### config.mk
export PLATFORM = sky130hd
export DESIGN_NAME = keypad_entry
export DESIGN_NICKNAME = d
export VERILOG_FILES = /design/src/rtl/keypad_entry.sv
export SDC_FILE = /design/constraint.sdc
export NUM_CORES = 1
export LEC_CHECK = 0
export ABC_AREA = 1
export BUFFER_PORTS_ARGS = -buffer_cell sky130_fd_sc_hd__buf_2
export CORE_ASPECT_RATIO = 1.5
export CORE_MARGIN = 1.5
export CORE_UTILIZATION = 30
export CTS_CLUSTER_DIAMETER = 80
export DETAILED_ROUTE_END_ITERATION = 12
export MAX_ROUTING_LAYER = met4
export PLACE_DENSITY = 0.43
export SETUP_SLACK_MARGIN = 0.1
export SKIP_LAST_GASP = 1
export SYNTH_ARGS = -nofsm -noshare
export SYNTH_HDL_FRONTEND = slang
export SYNTH_SLANG_ARGS = --single-unit
### constraint.sdc
create_clock -name clk -period 6 [get_ports clk]
set_input_delay 1.2 -clock clk [delete_from_list [all_inputs] [get_ports clk]]
set_output_delay 1.2 -clock clk [all_outputs]
set_load 0.01 [all_outputs]
### src/rtl/keypad_entry.sv
// keypad_entry: 4x4 keypad row scanner with whole-frame debounce, press encoding
// and a multi-digit hex entry buffer with optional backspace/clear editing.
module keypad_entry #(
    parameter int SCAN_DIV       = 100000,
    parameter int DEBOUNCE_SCANS = 2,
    parameter int DIGITS         = 4,
    parameter bit EDIT_KEYS      = 1'b1
) (
    input  logic                  clk,
    input  logic                  reset_n,
    input  logic [3:0]            i_col,
    output logic [3:0]            o_row,
    output logic [3:0]            o_key_code,
    output logic                  o_key_valid,
    output logic [4*DIGITS-1:0]   o_value,
    output logic [3:0]            o_count,
    output logic                  o_full
);
    localparam int DW = $clog2(SCAN_DIV);
    localparam int VW = 4 * DIGITS;
    localparam logic [3:0] DB = 4'(DEBOUNCE_SCANS);
    localparam logic [3:0] ND = 4'(DIGITS);

    typedef enum logic [1:0] {CLS_NONE, CLS_KEY, CLS_MULTI} cls_e;

    logic [DW-1:0] dwell_q, dwell_d;
    logic [1:0]    row_q, row_d;
    logic [15:0]   seen_q, seen_d;
    cls_e          prev_cls_q, prev_cls_d, acc_cls_q, acc_cls_d;
    logic [3:0]    prev_code_q, prev_code_d;
    logic [3:0]    stab_q, stab_d;
    logic [3:0]    key_code_q, key_code_d;
    logic          key_valid_q, key_valid_d;
    logic [VW-1:0] value_q, value_d;
    logic [3:0]    count_q, count_d;

    logic          sample, frame_end, match;
    logic [15:0]   frame_bits;
    logic [4:0]    ones;
    logic [3:0]    frame_code;
    cls_e          frame_cls;

    always_comb begin
        sample     = dwell_q == DW'(SCAN_DIV - 1);
        frame_end  = sample && row_q == 2'd3;
        frame_bits = seen_q | ({12'b0, i_col} << {row_q, 2'b00});
        ones       = '0;
        frame_code = '0;
        for (int i = 0; i < 16; i++) begin
            ones = ones + 5'(frame_bits[i]);
            if (frame_bits[i]) frame_code = 4'(i);
        end
        frame_cls = ones == 5'd0 ? CLS_NONE : ones == 5'd1 ? CLS_KEY : CLS_MULTI;
        // codes only distinguish results when both frames are single-key
        match = frame_cls == prev_cls_q && (frame_cls != CLS_KEY || frame_code == prev_code_q);
        dwell_d     = sample ? '0 : dwell_q + 1'b1;
        row_d       = sample ? row_q + 2'd1 : row_q;
        seen_d      = !sample ? seen_q : frame_end ? '0 : frame_bits;
        prev_cls_d  = prev_cls_q;
        prev_code_d = prev_code_q;
        stab_d      = stab_q;
        acc_cls_d   = acc_cls_q;
        key_valid_d = 1'b0;
        key_code_d  = key_code_q;
        if (frame_end) begin
            prev_cls_d  = frame_cls;
            prev_code_d = frame_code;
            stab_d      = !match ? 4'd1 : stab_q >= DB ? stab_q : stab_q + 4'd1;
            if (stab_d == DB) begin
                acc_cls_d   = frame_cls;
                key_valid_d = acc_cls_q == CLS_NONE && frame_cls == CLS_KEY;
                key_code_d  = key_valid_d ? frame_code : key_code_q;
            end
        end
        value_d = value_q;
        count_d = count_q;
        if (key_valid_q) begin
            if (EDIT_KEYS && key_code_q == 4'hF) begin
                value_d = '0;
                count_d = '0;
            end else if (EDIT_KEYS && key_code_q == 4'hE) begin
                value_d = value_q >> 4;
                count_d = count_q == 4'd0 ? 4'd0 : count_q - 4'd1;
            end else if (count_q < ND) begin
                value_d = VW'({value_q, key_code_q});
                count_d = count_q + 4'd1;
            end
        end
    end

    always_ff @(posedge clk or negedge reset_n) begin
        if (!reset_n) begin
            dwell_q     <= '0;
            row_q       <= '0;
            seen_q      <= '0;
            prev_cls_q  <= CLS_NONE;
            prev_code_q <= '0;
            acc_cls_q   <= CLS_NONE;
            stab_q      <= '0;
            key_code_q  <= '0;
            key_valid_q <= 1'b0;
            value_q     <= '0;
            count_q     <= '0;
        end else begin
            dwell_q     <= dwell_d;
            row_q       <= row_d;
            seen_q      <= seen_d;
            prev_cls_q  <= prev_cls_d;
            prev_code_q <= prev_code_d;
            acc_cls_q   <= acc_cls_d;
            stab_q      <= stab_d;
            key_code_q  <= key_code_d;
            key_valid_q <= key_valid_d;
            value_q     <= value_d;
            count_q     <= count_d;
        end
    end

    assign o_row       = 4'b0001 << row_q;
    assign o_key_code  = key_code_q;
    assign o_key_valid = key_valid_q;
    assign o_value     = value_q;
    assign o_count     = count_q;
    assign o_full      = count_q == ND;
endmodule
After elaboration in Yosys (flattened, before gate mapping)
Cells that the tools add are included.
Widths: inputs -> output; s select.
{"block": "totals", "ff_bits": 72, "out_inout_bits": 30}
{"block": "classes", "add_sub_neg": 20, "n_lt_le_gt_ge": 2, "n_eq_ne": 11, "n_shift": 2, "muxes": 30, "bitwise_logic": 1, "reduce_logical": 11}
{"cell": "$mux 16", "count": 4}
{"cell": "$mux 4", "count": 16}
{"cell": "$add 5x1->5", "count": 11}
{"cell": "$add 17x1->17 const B", "count": 1}
{"cell": "$eq 17x17->1 const B", "count": 1}
{"cell": "$mux 17", "count": 1}
{"cell": "$or 16x16->16", "count": 1}
{"cell": "$shl 4x4->16", "count": 1}
{"cell": "$add 4x1->4 const B", "count": 2}
{"cell": "$eq 4x4->1 const B", "count": 2}
{"cell": "$mux 2", "count": 4}
{"cell": "$mux 3", "count": 2}
{"cell": "$add 4x1->5", "count": 1}
{"cell": "$eq 5x1->1 const B", "count": 1}
{"cell": "$logic_not 5->1", "count": 1}
{"cell": "$add 3x1->4", "count": 1}
{"cell": "$eq 4x2->1 const B", "count": 1}
{"cell": "$eq 4x3->1 const B", "count": 1}
{"cell": "$eq 4x4->1", "count": 1}
{"cell": "$ge 4x2->1 const B", "count": 1}
{"cell": "$logic_not 4->1", "count": 1}
{"cell": "$lt 4x3->1 const B", "count": 1}
{"cell": "$reduce_and 2->1", "count": 2}
{"cell": "$shl 1x2->4 const A", "count": 1}
{"cell": "other kinds (14)", "count": 18}

Logic depth before layout (Yosys ltp)
Gate-level depths: netlist of run 1.
{"block": "depth", "depth_word": 27, "depth_mapped": 26, "ltp_nobuf": 25}

Worst setup path before layout of run 1
OpenSTA, ideal clock, no wires.
{"block": "synth_path", "path_kind": "in2reg", "from": "input i_col[3]", "to": "register key_code_q[0], in the netlist o_key_code[0]", "setup_time_ns": 0.121, "arrival_ns": 5.381, "required_time_ns": 5.879, "slack_ns": 0.498, "stages": 21, "cell_sequence": "nand2_1 > o21ai_1 > inv_1 > fa_1 > fa_1 > fa_1 > inv_1 > fa_1 > ha_1 > fa_1 > inv_1 > a211o_1 > nand2_1 > o211ai_1 > inv_2 > nand2_1 > o21ai_0 > a211oi_4 > nand4_4 > o21bai_1 > nand2_1"}
{"block": "synth_between", "elab_chain_len": 24, "word_cells_on_any_way": 42, "cone_classes": "13 x add/sub; 6 x eq/ne; 1 x shift; 16 x mux; 1 x bitwise; 5 x reduce/logical"}
{"element": "start, declared", "line_no": "11", "rtl": "input logic [3:0] i_col,"}
{"element": "$shl 4x4->16 *", "line_no": "46", "rtl": "frame_bits = seen_q | ({12'b0, i_col} << {row_q, 2'b00});"}
{"element": "$or 16x16->16 *", "line_no": "46"}
{"element": "$add 3x1->4", "line_no": "50", "rtl": "ones = ones + 5'(frame_bits[i]);"}
{"element": "$add 4x1->5", "line_no": "50"}
{"element": "$add 5x1->5 (11 in a row)", "line_no": "50"}
{"element": "$eq 5x1->1", "line_no": "53", "rtl": "frame_cls = ones == 5'd0 ? CLS_NONE : ones == 5'd1 ? CLS_KEY : CLS_MULTI;"}
{"element": "$mux 2 (2 in a row)", "line_no": "53"}
{"element": "$ne 2x1->1", "line_no": "55", "rtl": "match = frame_cls == prev_cls_q && (frame_cls != CLS_KEY || frame_code == prev_code_q);"}
{"element": "$logic_or 1x1->1", "line_no": "55"}
{"element": "$logic_and 1x1->1", "line_no": "55"}
{"element": "$mux 4", "line_no": "68", "rtl": "stab_d = !match ? 4'd1 : stab_q >= DB ? stab_q : stab_q + 4'd1;"}
{"element": "$eq 4x2->1", "line_no": "69", "rtl": "if (stab_d == DB) begin"}
{"element": "$reduce_and 3->1 (no source line)"}
{"element": "end signal, assigned", "line_no": "112", "rtl": "key_code_q <= key_code_d;"}
{"element": "end, declared", "line_no": "32", "rtl": "logic [3:0] key_code_q, key_code_d;"}
Mark *: on every way between the ends. The rest lies on a longest branch, timed or not.
A chain may end at the register's enable or synchronous reset.

Final worst setup path of run 1
{"block": "layout_path", "from": "input i_col[3]", "to": "register key_code_q[1], in the netlist o_key_code[1]"}
The elaborated chain is that of the path after synthesis.

==> results of run 1 <==
-- per-layer routing --
layer  wire length (µm)  track usage [%]  share of wire [%]
met1               4160             16.0                 42
met2               5270             26.6                 54
met3                198             2.16                2.0
met4                172             5.63                1.8
met5                  0                -                  0
-- worst paths after layout --
| path | cells past startpoint | to | startpoint |
|---|---|---|---|
| hold reg to reg | 1 | dwell_q[0]$_DFF_PN0_ | dwell_q[0]$_DFF_PN0_ |
| min in group asynchronous | 1 | dwell_q[7]$_DFF_PN0_ | reset_n |
| setup reg to reg | 21 | o_key_code[1]$_DFFE_PN0P_ | row_q[1]$_DFFE_PN0N_ |
| hold / removal | 1 | dwell_q[0]$_DFF_PN0_ | dwell_q[0]$_DFF_PN0_ |
| max in group asynchronous | 1 | o_value[1]$_DFFE_PN0P_ | reset_n |
| setup / recovery | 22 | o_key_code[1]$_DFFE_PN0P_ | i_col[3] |
-- sequential cells by signal, summed over array words and instances (netlist names) --
| register | cells |
|---|---|
| acc_cls_q | 2 |
| dwell_q | 17 |
| o_count | 4 |
| o_key_code | 4 |
| o_key_valid | 1 |
| o_value | 16 |
| prev_cls_q | 2 |
| prev_code_q | 4 |
| row_q | 2 |
| seen_q | 16 |
| stab_q | 4 |
-- cell families after synthesis --
family,Yosys count,share of synthesized area [%]
and+or+nand+nor,202,22.7
adders and majority gates,24,8.79
muxes,1,0.264
AOI/OAI and AO/OA,95,13.2
buffers and inverters,118,11.0
xor gates and xnor gates,9,1.85
DFF,72,42.2
-- metrics by stage --
stage	instances	area (µm²)	util [%]	setup WS (ns)	power [mW]
6_report	758	4930	35.3	0.425	1.01
5_1_grt	758	4930	35.3	0.105	1.05
4_1_cts	758	4930	35.3	0.391	1.03
3_5_place_dp	742	4670	33.4	0.0445	0.528
3_3_place_gp	742	4670	33.4	0.135	0.528
2_1_floorplan	521	4270	-	0.498	0.510
-- layout by cell type, fill, tap and decap left out, types with 4 or more instances in the layout --
| cell | instances |
|---|---|
| inv_1 | 102 |
| nand2_1 | 94 |
| dfrtp_1 | 72 |
| a21oi_1 | 40 |
| nor2_1 | 39 |
| buf_2 | 34 |
| nand3_1 | 24 |
| o21ai_0 | 20 |
| ha_1 | 14 |
| fa_1 | 10 |
| nor3_1 | 9 |
| clkbuf_16 | 9 |
| xor2_1 | 8 |
| nor2_2 | 7 |
| nand2_2 | 6 |
| o21ai_1 | 6 |
| o31ai_1 | 6 |
| nand3_2 | 5 |
| nand4_1 | 5 |
| nor4_1 | 5 |
| a22oi_1 | 5 |
| buf_4 | 5 |
| nand2_4 | 4 |
| o21bai_1 | 4 |
-- cell type report --
cell class                 count  area (µm²)  share of cell area, %
multi-input combinational    331        2000                   40.5
sequential                    72        1800                   36.5
inverter                     108         418                   8.47
clock buffer                  13         250                   5.07
tap                          192         240                   4.87
timing repair buffer          39         208                   4.21
clock inverter                 3        17.5                  0.355
-- power groups by stage --
| stage | combinational, mW | sequential [mW] | clock, mW |
|---|---|---|---|
| 3_3_place_gp | 0.0335 | 0.494 | 0 |
| 6_report | 0.0320 | 0.486 | 0.495 |
| 2_1_floorplan | 0.0157 | 0.495 | 0 |
| 5_1_grt | 0.0378 | 0.485 | 0.530 |
| 3_5_place_dp | 0.0338 | 0.494 | 0 |
| 4_1_cts | 0.0341 | 0.486 | 0.510 |
-- worst max-delay path: stages --
cell and delay, ns:
buf_2 0.11, nand2_1 0.08, o21ai_1 0.22, inv_1 0.11, fa_1 0.57, fa_1 0.43
fa_1 0.49, inv_1 0.05, fa_1 0.43, ha_1 0.22, fa_1 0.36, inv_1 0.08
a211o_1 0.10, nand2_1 0.04, o211ai_1 0.09, inv_2 0.08, nand2_1 0.20, o21ai_0 0.17
a211oi_4 0.31, nand4_4 0.21, o21bai_1 0.17, nand2_1 0.06
==> impl_metrics.toml, run 1 <==
[power_and_ir_drop]
p_switching_mw = 0.228
p_leak_nw = 2.47
p_clk_share_pct = 48.9
internal_power_mw = 0.785
powerDensity_nw_per_um2 = 205
netSwitchingFraction_pct = 22.5
pwr-share-seq_pct = 48.0
vdd_drop_max_mv = 0.0987
p_comb_share_pct = 3.2

[synth]
syn_inst = 521
synth_seq_cells = 72
synth_top_area_cell = "dfrtp_1"
post_synth_num_cell_types = 42
synth_most_common_cell = "inv_1"
synth_edf_count = 0
synth_common_cells = "inv_1, nand2_1, dfrtp_1"
synthFlopType = "dfrtp_1"
syn_area_um2 = 4270
ys_seq_area_share_pct = 42.2
synthTopCellsByArea = "dfrtp_1, inv_1, nand2_1"
syn_area_per_cell_um2 = 8.20
syn-num-nets = 551
yosysWarnings = 0
synth.top_cell.area_share_pct = 42.2
ys_async_sr_fraction_pct = 100

[drt]
via_per_inst = 4.52
drc = 0
wl_per_cell_um = 12.9
num_vias = 3427
drt_first_pass_iters = 4
antenna_left = 0
dr.first_iter.drc_count = 110
wirelength_um = 9810

[cts]
cts.path.max_buffers = 2
cts.sinks = 72
htree_levels = 3
cts_setup_buffers = 0
cts_root_buf = "clkbuf_16"
cts_resized = 0
holdBufCountCts = 0
cts_tree = "yes"
clkLatencyLatePin_ns = 0.33
cts_buffers = 9
path_clk_slew_ns = 0.06

[global_route]
grt_pass1_vias = 3571
overflow = 0
grtUsageTotal_pct = 14.6
grt_max_degree = 73
grt_pass1_wl_um = 16700
antenna_found_initial = 0

[status]
status = "finished clean"

[finish]
fillers = 1483
drive_gt1_share_pct = 15.4
fin_nets = 591
antenna_cells = 0
syn2layout_area_growth_pct = 15.5

[placement]
place_congestion = 0.858
port-buffer-count = 35
post-dp-hpwl_um = 7450

[worst_setup_path]
arrival_ns = 5.79
path_class = "in2reg"
critical_path_required_ns = 6.22
cp-end-kind = "register"
cp_max_fo = 9
rrSetupSlack_ns = 0.64
cp-start-kind = "input pin"

[floorplanning]
dieArea_um2 = 15000
die_height_um = 149
start_util_pct = 30.5
rows = 53
die_w_um = 100
coreArea_um2 = 14000
ios = 36

[sta]
tns_ns = 0
fmax_mhz = 179
finalHoldViolCount = 0
slew_headroom_pct = 37.4
skew_ns = 0.00746
fin_hold_ws_ns = 0.460
finalCriticalPeriod_ns = 5.57
period_share_pct = 92.9
setup_viol = 0
rsz0062_at_grt = "false"
drv_slew = 0
worst_pin_slew_ns = 0.940

[flow_run]
drv_cap = 0

[hold_path]
hp-class = "reg2reg"
Power figures use the tool's default switching activity.
==> run 2, diff against run 1 <==
Settings changed: CORE_UTILIZATION 30 to 50, PLACE_DENSITY 0.43 to 0.66.
==> run 2 against run 1 <==
- routed wire length decreased by 5.9%
- via count increased by 0.96%
- hold slack about the same
- sequential cell count unchanged
- largest cell class unchanged
- largest power group unchanged
==> impl_metrics.toml, run 2 (same netlist as run 1, synthesis figures left out) <==
[drt]
via_per_inst = 5.13
drc = 0
antenna_left = 0
wl_per_cell_um = 13.7
dr.first_iter.drc_count = 190
num_vias = 3460
drt_first_pass_iters = 4
wirelength_um = 9230

[sta]
finalCriticalPeriod_ns = 5.59
slew_headroom_pct = 39.5
drv_slew = 0
finalWorstSetupSlack_ns = 0.409
rsz0062_at_grt = "false"
fin_hold_ws_ns = 0.460
fmax_mhz = 179
skew_ns = 0.00559
period_share_pct = 93.2
finalHoldViolCount = 0
worst_pin_slew_ns = 0.908
setup_viol = 0

[worst_setup_path]
reg2regPathDepth = 23
path_class = "in2reg"
r2r_start = "row_q[0]$_DFFE_PN0N_"
reg2reg_to = "o_key_code[3]$_DFFE_PN0P_"
cp-start-kind = "input pin"
cp-end-kind = "register"
arrival_ns = 5.86
rrSetupSlack_ns = 0.65
critical_path_required_ns = 6.27
cp_max_fo = 6

[global_route]
grt_pass1_vias = 3442
grtUsageTotal_pct = 23.1
grt_max_degree = 73
overflow = 0
grt_pass1_wl_um = 15800
antenna_found_initial = 0

[floorplanning]
start_util_pct = 51.1
die_height_um = 116
dieArea_um2 = 9120
ios = 36
die_w_um = 78.5
coreArea_um2 = 8360
rows = 41

[status]
status = "finished clean"

[cts]
htree_levels = 3
holdBufCountCts = 0
cts_tree = "yes"
clkLatencyLatePin_ns = 0.34
path_clk_slew_ns = 0.06
cts.sinks = 72
cts_buffers = 9
cts_root_buf = "clkbuf_16"
cts.path.max_buffers = 2

[finish]
mostFrequentLayoutCells = "inv_1, nand2_1, dfrtp_1"
fin_nets = 593
syn2layout_area_growth_pct = 13.7
finalInstanceArea_um2 = 4860
largest_register = "dwell_q"
antenna_cells = 0
drive_gt1_share_pct = 16.2
largest_register_ff_count = 17
fillers = 763
final_util_pct = 58.1
final_common_cell = "inv_1"

[placement]
dp_slack_ns = -0.0257
post-dp-hpwl_um = 6790
place_congestion = 0.878
dpl_cell_area_um2 = 4570
port-buffer-count = 35

[flow_run]
drv_cap = 0

[power_and_ir_drop]
vdd_drop_max_mv = 0.144
powerDensity_nw_per_um2 = 210
p_leak_nw = 2.47

[hold_path]
holdPathStages = 1
hold_end = "dwell_q[0]$_DFF_PN0_"
hold_path_startpoint = "dwell_q[0]$_DFF_PN0_"
hp-class = "reg2reg"
## run 2: metal layers
metal	GRT usage (%)	part of all wire, %
met4	12.0	3.1
met5	-	0
met3	3.52	2.8
met1	25.6	42
met2	40.1	52
## run 2: through the flow
step	TNS (ns)	total power [mW]	std cells
floorplan	0	0.510	521
global placement	0	0.527	658
detailed placement	-0.0821	0.528	658
CTS	0	1.03	674
global route	0	1.06	675
finish	0	1.02	675
## run 2: where the power goes
| part | total, mW | leakage (nW) | switching, mW | internal (mW) |
|---|---|---|---|---|
| Sequential | 0.486 | 0.924 | 0 | 0.486 |
| Combinational | 0.0340 | 1.42 | 0.0241 | 0.00993 |
| Clock | 0.498 | 0.121 | 0.206 | 0.291 |
## run 2: worst max-delay path, cell delays in order
cell and delay [ns]:
buf_2 0.12, nand2_1 0.09, o21ai_2 0.18, inv_1 0.13, fa_1 0.56, fa_1 0.42
fa_1 0.49, inv_1 0.05, fa_1 0.45, ha_1 0.23, fa_1 0.36, inv_1 0.08
a211o_1 0.09, nand2_1 0.04, o211ai_1 0.09, inv_2 0.09, nand2_2 0.14, o21ai_0 0.15
a211oi_4 0.35, buf_4 0.18, nand3_4 0.08, nor2_4 0.12, nand3_1 0.09, nand2_1 0.07
## run 2: what timing repair did
action                                 4_1_cts  5_1_grt
gates resized for setup                      0        2
buffers inserted                             0        1
setup endpoints to repair                    0        9
endpoints found under the hold margin        0        0
## run 2: worst max-delay path by stage
stage / end / startpoint / slack, ns
floorplan: o_key_code[0]$_DFFE_PN0P_ / i_col[3] / 0.50
global placement: o_key_code[0]$_DFFE_PN0P_ / i_col[3] / 0.14
detailed placement: o_key_code[2]$_DFFE_PN0P_ / i_col[3] / -0.03
CTS: o_key_code[1]$_DFFE_PN0P_ / i_col[3] / 0.34
global route: o_key_code[1]$_DFFE_PN0P_ / i_col[3] / 0.07
finish: o_key_code[3]$_DFFE_PN0P_ / i_col[3] / 0.41
## run 2: layout make-up
cell class                 count  area [µm²]  area share, %
clock buffer                  12         246           5.08
clock inverter                 4        30.0          0.618
inverter                     108         418           8.61
multi-input combinational    331        2010           41.3
sequential                    72        1800           37.1
tap                          107         134           2.76
timing repair buffer          41         220           4.53
==> run 3, diff against run 2 <==
Settings changed: GPL_TIMING_DRIVEN set to 0.
==> run 3 against run 2 <==
- first-iteration DRC count up 8.4%
- non-clock buffer count up 6
- sequential cell count unchanged
- maximum frequency down 0.15%
- die area unchanged
- critical path type unchanged
==> impl_metrics.toml, run 3 (same netlist as run 1, synthesis figures left out) <==
[placement]
dpl_cell_area_um2 = 4610
dp_slack_ns = -0.0398
post-dp-hpwl_um = 6810
dp.cells = 664
place_congestion = 0.936
port-buffer-count = 35

[sta]
setup_viol = 0
finalWorstSetupSlack_ns = 0.401
worst_pin_slew_ns = 0.617
rsz0062_at_grt = "false"
finalHoldViolCount = 0
fmax_mhz = 179
skew_ns = 0.00580
finalCriticalPeriod_ns = 5.60
drv_slew = 0
period_share_pct = 93.3
slew_headroom_pct = 58.7

[cts]
cts.path.max_buffers = 2
holdBufCountCts = 0
cts_tree = "yes"
cts.sinks = 72
cts_buffers = 9
htree_levels = 3
clkLatencyLatePin_ns = 0.33
cts_root_buf = "clkbuf_16"
path_clk_slew_ns = 0.05

[floorplanning]
die_w_um = 78.5
ios = 36
start_util_pct = 51.1
rows = 41
die_height_um = 116
dieArea_um2 = 9120
coreArea_um2 = 8360

[finish]
fin_nets = 599
final_common_cell = "inv_1"
syn2layout_area_growth_pct = 14.7
drive_gt1_share_pct = 15.9
finalInstanceArea_um2 = 4900
seq_area_um2 = 1800
multiInputGateArea_um2 = 2010
largest_register_ff_count = 17
largest_register = "dwell_q"
fillers = 747
antenna_cells = 0
final_cells = 680
mostFrequentLayoutCells = "inv_1, nand2_1, dfrtp_1"

[power_and_ir_drop]
powerDensity_nw_per_um2 = 206
power_mw = 1.01
vdd_drop_max_mv = 0.185
p_leak_nw = 2.49

[worst_setup_path]
cp-start-kind = "input pin"
cp-end-kind = "register"
arrival_ns = 5.87
path_class = "in2reg"
cp_max_fo = 6
critical_path_required_ns = 6.27

[drt]
via_per_inst = 5.16
wirelength_um = 8960
dr.first_iter.drc_count = 206
num_vias = 3506
drt_first_pass_iters = 4
antenna_left = 0
drc = 0
wl_per_cell_um = 13.2

[global_route]
grtUsageTotal_pct = 23.0
grt_pass1_wl_um = 15800
grt_pass1_vias = 3519
grt_max_degree = 45
overflow = 0
antenna_found_initial = 0

[status]
status = "finished clean"

[hold_path]
hp-class = "reg2reg"

[flow_run]
drv_cap = 0
run 3: cell types whose count changed in the layout (fill, tap and decap cells not counted), moves of 2 or more:
| cell | change |
|---|---|
| clkinvlp_4 | -3 |
| clkbuf_1 | +7 |
| buf_4 | -4 |
| clkinv_2 | +2 |
| buf_6 | +2 |
run 3: report_power, final:
| group | internal (mW) | switching (mW) |
|---|---|---|
| clock network | 0.298 | 0.192 |
| registers | 0.486 | 0 |
| logic | 0.0109 | 0.0241 |
| total | 0.795 | 0.217 |
run 3: worst max-delay path, stage by stage:
cell and delay, ns:
buf_2 0.12, nand2_1 0.08, o21ai_1 0.23, inv_2 0.11, fa_1 0.56, fa_1 0.44
fa_1 0.49, inv_1 0.05, fa_1 0.43, ha_1 0.23, fa_1 0.36, inv_1 0.08
a211o_1 0.09, nand2_1 0.04, o211ai_1 0.09, inv_2 0.09, nand2_2 0.14, o21ai_0 0.15
a211oi_4 0.32, buf_4 0.18, nand3_4 0.08, nor2_4 0.12, nand3_1 0.08, nand2_1 0.07
run 3: layer usage:
metal	vias to the layer above	global-route usage [%]	part of all wire [%]
li1	1753	-	-
met1	1678	25.4	41
met2	59	40.6	54
met3	16	4.22	2.7
met4	0	10.0	1.8
met5	-	-	0
run 3: final cells by class:
type | count | share of cell area [%]
buffer | 10 | 1.07
tap | 107 | 2.73
clock inverter | 3 | 0.358
timing repair buffer | 37 | 4.34
clock buffer | 12 | 5.23
inverter | 108 | 8.53
sequential | 72 | 36.8
multi-input combinational | 331 | 41.0
run 3: final timing paths:
path                                      startpoint                         to  slack [ns]  cells past startpoint
worst max-delay path                        i_col[3]  o_key_code[2]$_DFFE_PN0P_        0.40                     24
worst min-delay path            dwell_q[0]$_DFF_PN0_       dwell_q[0]$_DFF_PN0_        0.47                      1
worst max register to register  row_q[0]$_DFFE_PN0N_  o_key_code[2]$_DFFE_PN0P_        0.81                     24
worst min register to register  dwell_q[0]$_DFF_PN0_       dwell_q[0]$_DFF_PN0_        0.47                      1
max in group asynchronous                    reset_n     o_count[2]$_DFFE_PN0P_        4.65                      2
min in group asynchronous                    reset_n       dwell_q[9]$_DFF_PN0_        0.80                      1
run 3: per-stage QoR:
stage | setup TNS, ns | hold WS (ns) | util (%)
detailed placement | -0.145 | 0.464 | 55.1
global route | 0 | 0.478 | 58.6
global placement | 0 | 0.447 | 54.8
CTS | 0 | 0.471 | 58.4
finish | 0 | 0.466 | 58.6
floorplan | 0 | 0.433 | -
run 3: repair_timing:
action                                  4_1_cts  5_1_grt
resized for setup                             0        3
hold endpoints to repair                      0        0
buffers inserted                              0        1
endpoints found under the setup margin        0        6
